### src/rtl/serial_mag_comparator.sv
// Bit-serial magnitude comparator.
// Takes WIDTH per-bit e/g/l triples from a 1-bit comparator cell, one per
// bit_valid cycle, and produces a one-hot word verdict with a done pulse.
//
// state     | meaning
// ----------+-----------------------------------------------------------
// S_IDLE    | waiting for start; outputs hold the last verdict
// S_COMPARE | accepting triples on bit_valid; busy=1
// S_DONE    | one cycle; done=1, verdict visible; start here restarts
module serial_mag_comparator #(
    parameter int WIDTH     = 8,
    parameter bit MSB_FIRST = 1'b1
) (
    input  logic clk,
    input  logic rst,
    input  logic start,
    input  logic bit_valid,
    input  logic e_in,
    input  logic g_in,
    input  logic l_in,
    output logic busy,
    output logic done,
    output logic e,
    output logic g,
    output logic l,
    output logic err
);

    localparam int CW = $clog2(WIDTH + 1);

    typedef enum logic [1:0] {
        S_IDLE    = 2'd0,
        S_COMPARE = 2'd1,
        S_DONE    = 2'd2
    } state_t;

    typedef enum logic [1:0] {
        V_EQ = 2'd0,
        V_GT = 2'd1,
        V_LT = 2'd2
    } verdict_t;

    state_t        state;
    state_t        state_nxt;
    verdict_t      verdict;
    verdict_t      verdict_nxt;
    logic [CW-1:0] count;
    logic          decided;
    logic          err_nxt;
    logic          start_acc;
    logic          accept;
    logic          last_bit;
    logic          legal;
    logic          take_bit;

    // start is only honoured when no comparison is running
    assign start_acc = start && ((state == S_IDLE) || (state == S_DONE));
    assign accept    = (state == S_COMPARE) && bit_valid;
    assign last_bit  = accept && (count == CW'(WIDTH - 1));
    // exactly one of three: odd number set, but not all three
    assign legal     = (e_in ^ g_in ^ l_in) && !(e_in && g_in && l_in);
    // MSB first: first unequal bit decides; LSB first: last unequal bit wins
    assign take_bit  = accept && !e_in && (!MSB_FIRST || !decided);

    // running verdict and sticky error including the triple taken this cycle
    always_comb begin
        verdict_nxt = verdict;
        err_nxt     = err;
        if (take_bit) begin
            verdict_nxt = g_in ? V_GT : V_LT;
        end
        if (accept && !legal) begin
            err_nxt = 1'b1;
        end
    end

    // state register
    always_ff @(posedge clk) begin
        if (rst) begin
            state <= S_IDLE;
        end else begin
            state <= state_nxt;
        end
    end

    // next-state and status outputs
    always_comb begin
        state_nxt = state;
        busy      = 1'b0;
        done      = 1'b0;
        case (state)
            S_IDLE: begin
                if (start) begin
                    state_nxt = S_COMPARE;
                end
            end
            S_COMPARE: begin
                busy = 1'b1;
                if (last_bit) begin
                    state_nxt = S_DONE;
                end
            end
            S_DONE: begin
                done      = 1'b1;
                state_nxt = start ? S_COMPARE : S_IDLE;
            end
            default: begin
                state_nxt = S_IDLE;
            end
        endcase
    end

    // bit counter, running verdict, error flag and registered word verdict
    always_ff @(posedge clk) begin
        if (rst) begin
            count   <= '0;
            verdict <= V_EQ;
            decided <= 1'b0;
            err     <= 1'b0;
            e       <= 1'b0;
            g       <= 1'b0;
            l       <= 1'b0;
        end else if (start_acc) begin
            count   <= '0;
            verdict <= V_EQ;
            decided <= 1'b0;
            err     <= 1'b0;
            e       <= 1'b0;
            g       <= 1'b0;
            l       <= 1'b0;
        end else if (accept) begin
            count   <= count + CW'(1);
            verdict <= verdict_nxt;
            err     <= err_nxt;
            if (take_bit) begin
                decided <= 1'b1;
            end
            if (last_bit) begin
                // a corrupted comparison reports no verdict at all
                e <= !err_nxt && (verdict_nxt == V_EQ);
                g <= !err_nxt && (verdict_nxt == V_GT);
                l <= !err_nxt && (verdict_nxt == V_LT);
            end
        end
    end

endmodule

### config.mk
export PLATFORM = sky130hd
export DESIGN_NAME = serial_mag_comparator
export DESIGN_NICKNAME = d
export VERILOG_FILES = /design/src/rtl/serial_mag_comparator.sv
export SDC_FILE = /design/constraint.sdc
export NUM_CORES = 1
export LEC_CHECK = 0
export CORE_AREA = 5 5 42 44
export CTS_CLUSTER_SIZE = 28
export DETAILED_ROUTE_END_ITERATION = 6
export DIE_AREA = 0 0 47 49
export HOLD_SLACK_MARGIN = 0.1
export PLACE_DENSITY = 0.8
export RECOVER_POWER = 50
export REMOVE_ABC_BUFFERS = 1
export SETUP_SLACK_MARGIN = 0.02
export SYNTH_ARGS = -nofsm -noshare
export SYNTH_HDL_FRONTEND = slang
export SYNTH_SLANG_ARGS = --single-unit
### constraint.sdc
create_clock -name clk -period 2 [get_ports clk]
set_input_delay 0.3 -clock clk [delete_from_list [all_inputs] [get_ports clk]]
set_output_delay 0.3 -clock clk [all_outputs]
set_load 0.01 [all_outputs]
Yosys cells after proc, flatten, opt, wreduce, memory -nomap -nowiden
Cells that the tools add are included.
{ "totals": {"n_memories": 0, "output_inout_bits": 6, "elab_cells": 51, "ff_bits": 13, "ram_bits": 0, "rom_bits": 0, "latch_bits": 0} }
{ "classes": {"addsub": 1, "reduce_logical": 24, "shifts": 0, "eq_ne": 7, "n_div": 0, "muxes": 9, "mul": 0, "magnitude_cmp": 0, "bitwise_logic": 2} }
{ "op_table": {"columns": ["operator", "count"], "rows": [
  ["$logic_and 1x1->1", 12],
  ["$mux 2", 4],
  ["$pmux 2 s3", 1],
  ["$reduce_and 2->1", 3],
  ["$logic_not 1->1", 5],
  ["$add 4x1->4 const B", 1],
  ["$eq 2x1->1 const B", 2],
  ["$eq 2x2->1 const B", 2],
  ["$eq 4x3->1 const B", 1],
  ["$logic_not 2->1", 2],
  ["$mux 1", 4],
  ["$ne 2x2->1 const B", 2],
  ["$reduce_or 2->1", 1],
  ["$xor 1x1->1", 2],
  ["$logic_or 1x1->1", 1]
]} }

Logic depth before layout (Yosys ltp)
Gate-level depths: netlist of the first run.
{ "depth": {"ltp_word": 9, "mapped_depth": 5} }

Least setup slack after synthesis of the first run
Ideal clock, no wire load.
{ "synth_timing": {"path_type": "input port to flip-flop", "start": "input e_in", "end": "register g", "required_time_ns": 1.916, "path_slack_ns": 0.252, "arrival_ns": 1.664, "cell_stages": 5, "n_path_buf": 0, "path_cell_list": "ha_1 -> or3b_1 -> a31oi_1 -> or3b_1 -> o31ai_2"} }
{ "synth_between": {"elab_chain_len": 9, "elab_cells_between_ends": 16} }
{ "synth_rtl": {"columns": ["item", "line_no", "rtl"], "rows": [
  ["start: declaration", "18", "input logic e_in,"],
  ["$logic_and 1x1->1 (2 in a row)", "61", "assign legal = (e_in ^ g_in ^ l_in) && !(e_in && g_in && l_in);"],
  ["$logic_not 1->1", "61", null],
  ["$logic_and 1x1->1", "61", null],
  ["$logic_not 1->1", "72", "if (accept && !legal) begin"],
  ["$logic_and 1x1->1", "72", null],
  ["$mux 1", "72", null],
  ["$logic_not 1->1", "141", "g <= !err_nxt && (verdict_nxt == V_GT);"],
  ["$logic_and 1x1->1 (*)", "141", null],
  ["end signal: assignment", "141", null],
  ["end: declaration", "24", "output logic g,"]
]} }
Mark *: on every way between the ends. The rest lies on a longest branch, timed or not.
A chain may end at the register's enable or synchronous reset.

Worst setup path after layout of the first run
Ends and elaborated chain as after synthesis.

==> out/summary.md, run 1 <==
- run status: finished clean
- number of global-route vias before repair: 499
- placed wire-length estimate after detailed placement: 920.9 µm
- horizontal extent of the die: 47 µm
- number of nets with antenna violations after routing: 0
- height of the chip: 49 µm
- wire length of the first global-routing pass: 2.042 mm
- capture point of the worst reg-to-reg path: g
- post-synthesis instance area: 581.8 µm²
- hold_buf cts: 0
- number of synthesis warnings: 0
- cell area power density: 638.0 mW/mm²
- Clock Path Buffers: 2
- upper clock frequency limit: 0.5190 GHz
- measured slew at the worst slew-check pin: 263.5 ps
- Worst Setup Start Kind: input port
- highest metal used: met4
- Core Region: 0.001401 mm²
- synthesis-stage register bit count: 13
- Cell Rows: 14
- category of the most critical setup path: in2reg
- setup TNS: 0 ps
- starting density of the core: 0.4152
- Data required, critical path: 2210 ps
- count of different cell masters after synthesis: 27
- total length of routed wires: 1.146 mm
- H-tree levels: 1
- most frequent standard cell in the layout excluding fill and tap cells: sky130_fd_sc_hd__dfxtp_1
- pre-CTS worst setup slack: -226.8 ps
- WL per Instance: 11.94 µm
- Cells on Worst Hold Path: 2
- maximum net fanout on the critical path: 2
- worst path setup slack after routing: 73.04 ps
- CTS tree: built
- Post-route DRC: 0
- I/O Buffers: 12
- Iter 0 DRT Violations: 6
- Avg Inst Size Synth: 9.538 µm²
- clock-pin slew on the worst setup and hold paths: 80 ps
- Congestion Overflow GR: 0
- Num Clock Sinks: 13
- CTS buffer count: 3
- Pins Over Slew Limit: 0
- total I/O pin count: 13
- largest net degree at the start of global routing: 8
- fraction of final layout cells sized beyond drive strength 1: 0.1000
- area added between synthesis and finish: 31.83%
- GRT Overall Usage: 0.1257
- met1 wire length: 503 µm
- worst reg2reg startpoint: state[1]
- DRT Pass-1 Iters: 4
- total inserted antenna cells: 0
- CP Data Arrival Time: 2130 ps
- share of the cycle needed by the critical path after routing: 0.9635
- RSZ-0062 raised after global routing: no
- Static Leak: 0.3219 nW
- DIE AREA: 0.002303 mm²
- startpoint of the most critical hold path: e
- maximum resistive drop on vdd: 309.7 µV
- wire length on met2: 502 µm
- class of the worst hold path: reg2reg
- clock skew after layout: 3.090 ps
- latest clock arrival within the worst-skew pair: 280 ps
- hold violation total from the final report: 0
- Routability Congestion: 0.7384
- highest-count cells in the layout ignoring fill and taps: sky130_fd_sc_hd__dfxtp_1, sky130_fd_sc_hd__clkdlybuf4s50_1, sky130_fd_sc_hd__nor2_1
- crit path time final: 1927 ps
- ratio of routed vias to standard cells: 5.219
- Worst R2R Setup Slack: 580 ps
- maximum capacitance violations: 0
- hold-critical path endpoint: e
- number of antenna violations at the first check in global routing: 0
- DR vias: 501
- Max transition margin: 0.8243
- cell count of the worst reg-to-reg path: 4
- Seq/Total Area, Yosys: 0.4473
- total met3 wirelength after detailed routing: 90 µm
- cell count after synthesis: 61
- setup-violating endpoint count in the final report: 0
- number of nets in the layout: 90
- clock tree root buffer cell: sky130_fd_sc_hd__clkbuf_4
- CP endpoint kind: register
[flip-flops by register name, summed over array words and instances (netlist names)]
name and cells:
decided 1, verdict 2, err 1, g 1, count 4, e 1, l 1, state 2
[area by class of cell]
type / count / area, µm²
Sequential cell: 13 / 260.3
Clock buffer: 4 / 26.28
Fill cell: 135 / 634.4
Timing Repair Buffer: 17 / 148.9
Multi-Input combinational cell: 44 / 304.0
Inverter: 2 / 7.507
Tap cell: 16 / 20.02
[Yosys cell counts]
cell type	number	area share
sky130_fd_sc_hd__and4bb_1	1	0.022
sky130_fd_sc_hd__a21oi_1	1	0.0086
sky130_fd_sc_hd__nand4b_2	1	0.026
sky130_fd_sc_hd__ha_1	2	0.043
sky130_fd_sc_hd__buf_2	1	0.0086
sky130_fd_sc_hd__nor2b_1	4	0.043
sky130_fd_sc_hd__o31ai_1	2	0.026
sky130_fd_sc_hd__nand3b_1	1	0.013
sky130_fd_sc_hd__o31ai_2	1	0.022
sky130_fd_sc_hd__nand4_1	1	0.011
sky130_fd_sc_hd__nand2_1	2	0.013
sky130_fd_sc_hd__a31oi_1	1	0.011
sky130_fd_sc_hd__nand3_1	3	0.026
sky130_fd_sc_hd__nor2_1	9	0.058
sky130_fd_sc_hd__o21ai_0	1	0.0086
sky130_fd_sc_hd__xor2_1	2	0.030
sky130_fd_sc_hd__nand2b_1	3	0.032
sky130_fd_sc_hd__mux2i_1	1	0.017
sky130_fd_sc_hd__and3b_1	1	0.015
sky130_fd_sc_hd__xnor2_1	1	0.015
sky130_fd_sc_hd__dfxtp_1	13	0.45
sky130_fd_sc_hd__inv_1	2	0.013
sky130_fd_sc_hd__or3b_1	2	0.030
sky130_fd_sc_hd__or2_1	1	0.011
sky130_fd_sc_hd__buf_4	1	0.013
sky130_fd_sc_hd__o21a_1	2	0.026
sky130_fd_sc_hd__o211ai_1	1	0.013
[routing by layer]
metal / GRT usage / vias up
met1: 0.1441 / 229
met4: 0.1106 / 0
li1: - / 255
met2: 0.1810 / 12
met3: 0.03321 / 5
met5: 0 / -
[worst max-delay path, stage by stage]
cell,delay [ps]
sky130_fd_sc_hd__clkdlybuf4s50_1,410
sky130_fd_sc_hd__ha_1,290
sky130_fd_sc_hd__or3b_1,360
sky130_fd_sc_hd__a31oi_1,210
sky130_fd_sc_hd__or3b_4,400
sky130_fd_sc_hd__o31ai_2,160
[worst max-delay path by stage]
stage                     start  endpoint  slack [ps]  depth (start not counted)
final                      e_in         g          70                          6
after global routing       e_in         g          30                          6
after CTS                  g_in         g          70                          6
after detailed placement   g_in         g        -230                          6
after global placement     g_in         g        -180                          6
after floorplan            e_in         g         250                          5
[power by group]
part           switching [mW]  internal [mW]
clock                  0.0859         0.0776
combinational          0.0262         0.0325
sequential            0.00388          0.263
[stage by stage]
step	utilization	power, mW	instance area, µm²	std cells	hold slack, ps
floorplan	-	0.3013	569.3	59	369.1
global placement	0.5277	0.3299	739.5	91	464.7
global route	0.5473	0.5163	767.0	96	513.5
CTS	0.5464	0.4941	765.7	95	474.9
finish	0.5473	0.4894	767.0	96	469.2
detailed placement	0.5277	0.3318	739.5	91	464.0
[cell families after synthesis]
family	synth area share
AND/OR/NAND/NOR	0.2989
AO/OA/AOI/OAI	0.1140
XOR/XNOR	0.04517
buffers and inverters	0.03441
adder cells (fa/ha/maj)	0.04300
multiplexers	0.01720
flip-flops	0.4473
[repair_timing]
item                                   CTS  global route
buffers inserted                         0             1
gates resized for setup                  0             2
setup endpoints to repair                0             2
endpoints found under the hold margin    0             0
(Power assumes the default switching activity.)
==> run 2: changes to the inputs <==
--- a/config.mk
+++ b/config.mk
@@ -5,10 +5,11 @@
 export SDC_FILE = /design/constraint.sdc
 export NUM_CORES = 1
 export LEC_CHECK = 0
-export CORE_AREA = 5 5 42 44
+export CAP_MARGIN = 20
+export CORE_AREA = 3 3 40 42
 export CTS_CLUSTER_SIZE = 28
 export DETAILED_ROUTE_END_ITERATION = 6
-export DIE_AREA = 0 0 47 49
+export DIE_AREA = 0 0 43 45
 export HOLD_SLACK_MARGIN = 0.1
 export PLACE_DENSITY = 0.8
 export RECOVER_POWER = 50
==> run 2 against run 1 <==
  * Final cell count fell by 1.0%
  * Routed wire length fell by 7.7%
  * Register-to-register slack got worse by 30 ps
  * Critical path type unchanged
  * Largest cell class unchanged
==> out/summary.md, run 2 (same netlist as run 1, synthesis figures left out) <==
- Max transition margin: 0.8158, -0.008501
- Routability Congestion: 0.7272, -1.5%
- horizontal extent of the die: 43 µm, -8.5%
- measured slew at the worst slew-check pin: 276.3 ps, +12.75 ps
- CP endpoint kind: register
- highest-count cells in the layout ignoring fill and taps: sky130_fd_sc_hd__dfxtp_1, sky130_fd_sc_hd__nor2_1, sky130_fd_sc_hd__clkdlybuf4s50_1
- Cell Rows: 13, -1
- Data required, critical path: 2200 ps, about the same
- Setup Fix Bufs, Post-CTS: 0, unchanged
- number of nets in the layout: 90, unchanged
- pre-CTS worst setup slack: -221.2 ps, +5.545 ps
- final design instance area without fill: 778.2 µm², +1.5%
- clock-pin slew on the worst setup and hold paths: 80 ps, about the same
- Post-route DRC: 0, unchanged
- RSZ-0062 raised after global routing: no
- DR vias: 472, -5.8%
- area added between synthesis and finish: 33.76%
- largest register by flop count: count
- worst reg2reg startpoint: state[0]
- worst path setup slack after routing: 309.4 ps, +236.3 ps
- clock network power share: 0.330, -0.004
- sequential group share of total power: 0.549, +0.003
- largest net degree at the start of global routing: 8, unchanged
- class of the worst hold path: reg2reg
- Clock Path Buffers: 2, unchanged
- Iter 0 DRT Violations: 1, -5
- starting density of the core: 0.4528, +0.03760
- clock skew after layout: 1.213 ps, -1.877 ps
- cell count of the worst reg-to-reg path: 4, unchanged
- maximum resistive drop on vdd: 297.5 µV, -4.0%
- height of the chip: 45 µm, -8.2%
- DRT Pass-1 Iters: 4, unchanged
- CTS tree: built
- Congestion Overflow GR: 0, unchanged
- wire length of the first global-routing pass: 1.780 mm, -13%
- Placed Instance Area: 745.7 µm², +0.85%
- maximum capacitance violations: 0, unchanged
- number of nets with antenna violations after routing: 0, unchanged
- cell area power density: 624.2 mW/mm², -2.2%
- Cell Int Power: 372.6 µW, -0.22%
- met1 wire length: 509 µm, +1.2%
- hold violation total from the final report: 0, unchanged
- crit path time final: 1691 ps, -236.3 ps
- Pins Over Slew Limit: 0, unchanged
- H-tree levels: 1, unchanged
- DIE AREA: 0.001935 mm², -16%
- I/O Buffers: 12, unchanged
- hold_buf cts: 0, unchanged
- highest metal used: met4
- ratio of routed vias to standard cells: 4.968, -4.8%
- most frequent standard cell in the layout excluding fill and tap cells: sky130_fd_sc_hd__dfxtp_1
- upper clock frequency limit: 0.5915 GHz, +14%
- category of the most critical setup path: in2reg
- share of the cycle needed by the critical path after routing: 0.8453, -0.1182
- placed wire-length estimate after detailed placement: 792.3 µm, -14%
- total inserted antenna cells: 0, unchanged
- combinational share of power: 0.121, about the same
- registers with the most flip-flops: count (4), state (2), verdict (2)
- clock tree root buffer cell: sky130_fd_sc_hd__clkbuf_4
- total length of routed wires: 1.058 mm, -7.7%
- core utilization of the finished layout: 0.6056, +0.05833
- number of resized instances in the post-cts repair step: 0, unchanged
- worst setup path startpoint: l_in
- run status: finished clean
- GRT Overall Usage: 0.1254, -0.0002882
- Static Leak: 0.3308 nW, +2.8%
- Switch Pwr: 113.2 µW, -2.4%
- switching portion of total power: 0.2330, -0.003959
- CTS buffer count: 3, unchanged
- wire length on met2: 510 µm, +1.6%
- number of antenna violations at the first check in global routing: 0, unchanged
- startpoint of the most critical hold path: e
- maximum net fanout on the critical path: 2, unchanged
- total I/O pin count: 13, unchanged
- number of global-route vias before repair: 478, -4.2%
- total met3 wirelength after detailed routing: 31 µm, -66%
- Cells on Worst Hold Path: 2, unchanged
- Worst Setup Start Kind: input port
- max reg flops: 4, unchanged
- Num Clock Sinks: 13, unchanged
- latest clock arrival within the worst-skew pair: 270 ps, about the same
- fraction of final layout cells sized beyond drive strength 1: 0.1000, unchanged
- CP Data Arrival Time: 1890 ps, -240 ps
- Core Region: 0.001285 mm², -8.3%
- WL per Instance: 11.14 µm, -6.7%
- setup-violating endpoint count in the final report: 0, unchanged
run 2: cell types whose count changed in the layout (fill, tap and decap cells not counted), sizes merged:
cell           delta
buf               -1
clkbuf            +1
clkdlybuf4s50     -1
dlymetal6s2s      +1
run 2: layer usage:
layer	global-route usage	up-vias
met3	0.01195	2
met4	0.1084	0
met1	0.1488	209
met2	0.2036	11
li1	-	250
met5	0	-
run 2: area by class of cell:
| cell class | count | area (µm²) |
|---|---|---|
| fillers | 119 | 506.7 |
| multi-input cells | 44 | 314.1 |
| flip-flops and latches | 13 | 260.3 |
| repair buffers | 17 | 151.4 |
| clock buffers | 4 | 26.28 |
| well taps | 15 | 18.77 |
| inverters | 2 | 7.507 |
run 2: path summary, 6_finish.rpt:
| check | slack [ps] | to |
|---|---|---|
| worst max-delay path | 310 | g |
| worst min-delay path | 480 | e |
| worst min register to register | 480 | e |
| worst max register to register | 550 | g |
run 2: per-stage QoR:
step                      instances  setup TNS (ps)  power (mW)  hold slack [ps]
after floorplan                  59               0      0.3013            369.1
after global routing             95               0      0.5056            499.5
after CTS                        95               0      0.4918            479.8
final                            95               0      0.4858            481.8
after detailed placement         91          -510.3      0.3323            468.9
after global placement           91          -384.6      0.3311            464.1
run 2: power by group through the flow:
stage / Sequential (mW) / Clock [mW] / Combinational (mW)
after floorplan: 0.272 / 0 / 0.0290
after global placement: 0.273 / 0 / 0.0580
after detailed placement: 0.273 / 0 / 0.0594
after CTS: 0.267 / 0.165 / 0.0602
after global routing: 0.268 / 0.172 / 0.0662
final: 0.267 / 0.160 / 0.0587
run 2: critical path, cell delays in order:
cell and delay (ps):
sky130_fd_sc_hd__clkdlybuf4s50_1 460, sky130_fd_sc_hd__or3b_1 340, sky130_fd_sc_hd__a31oi_1 190, sky130_fd_sc_hd__or3b_1 390
sky130_fd_sc_hd__o31ai_2 210
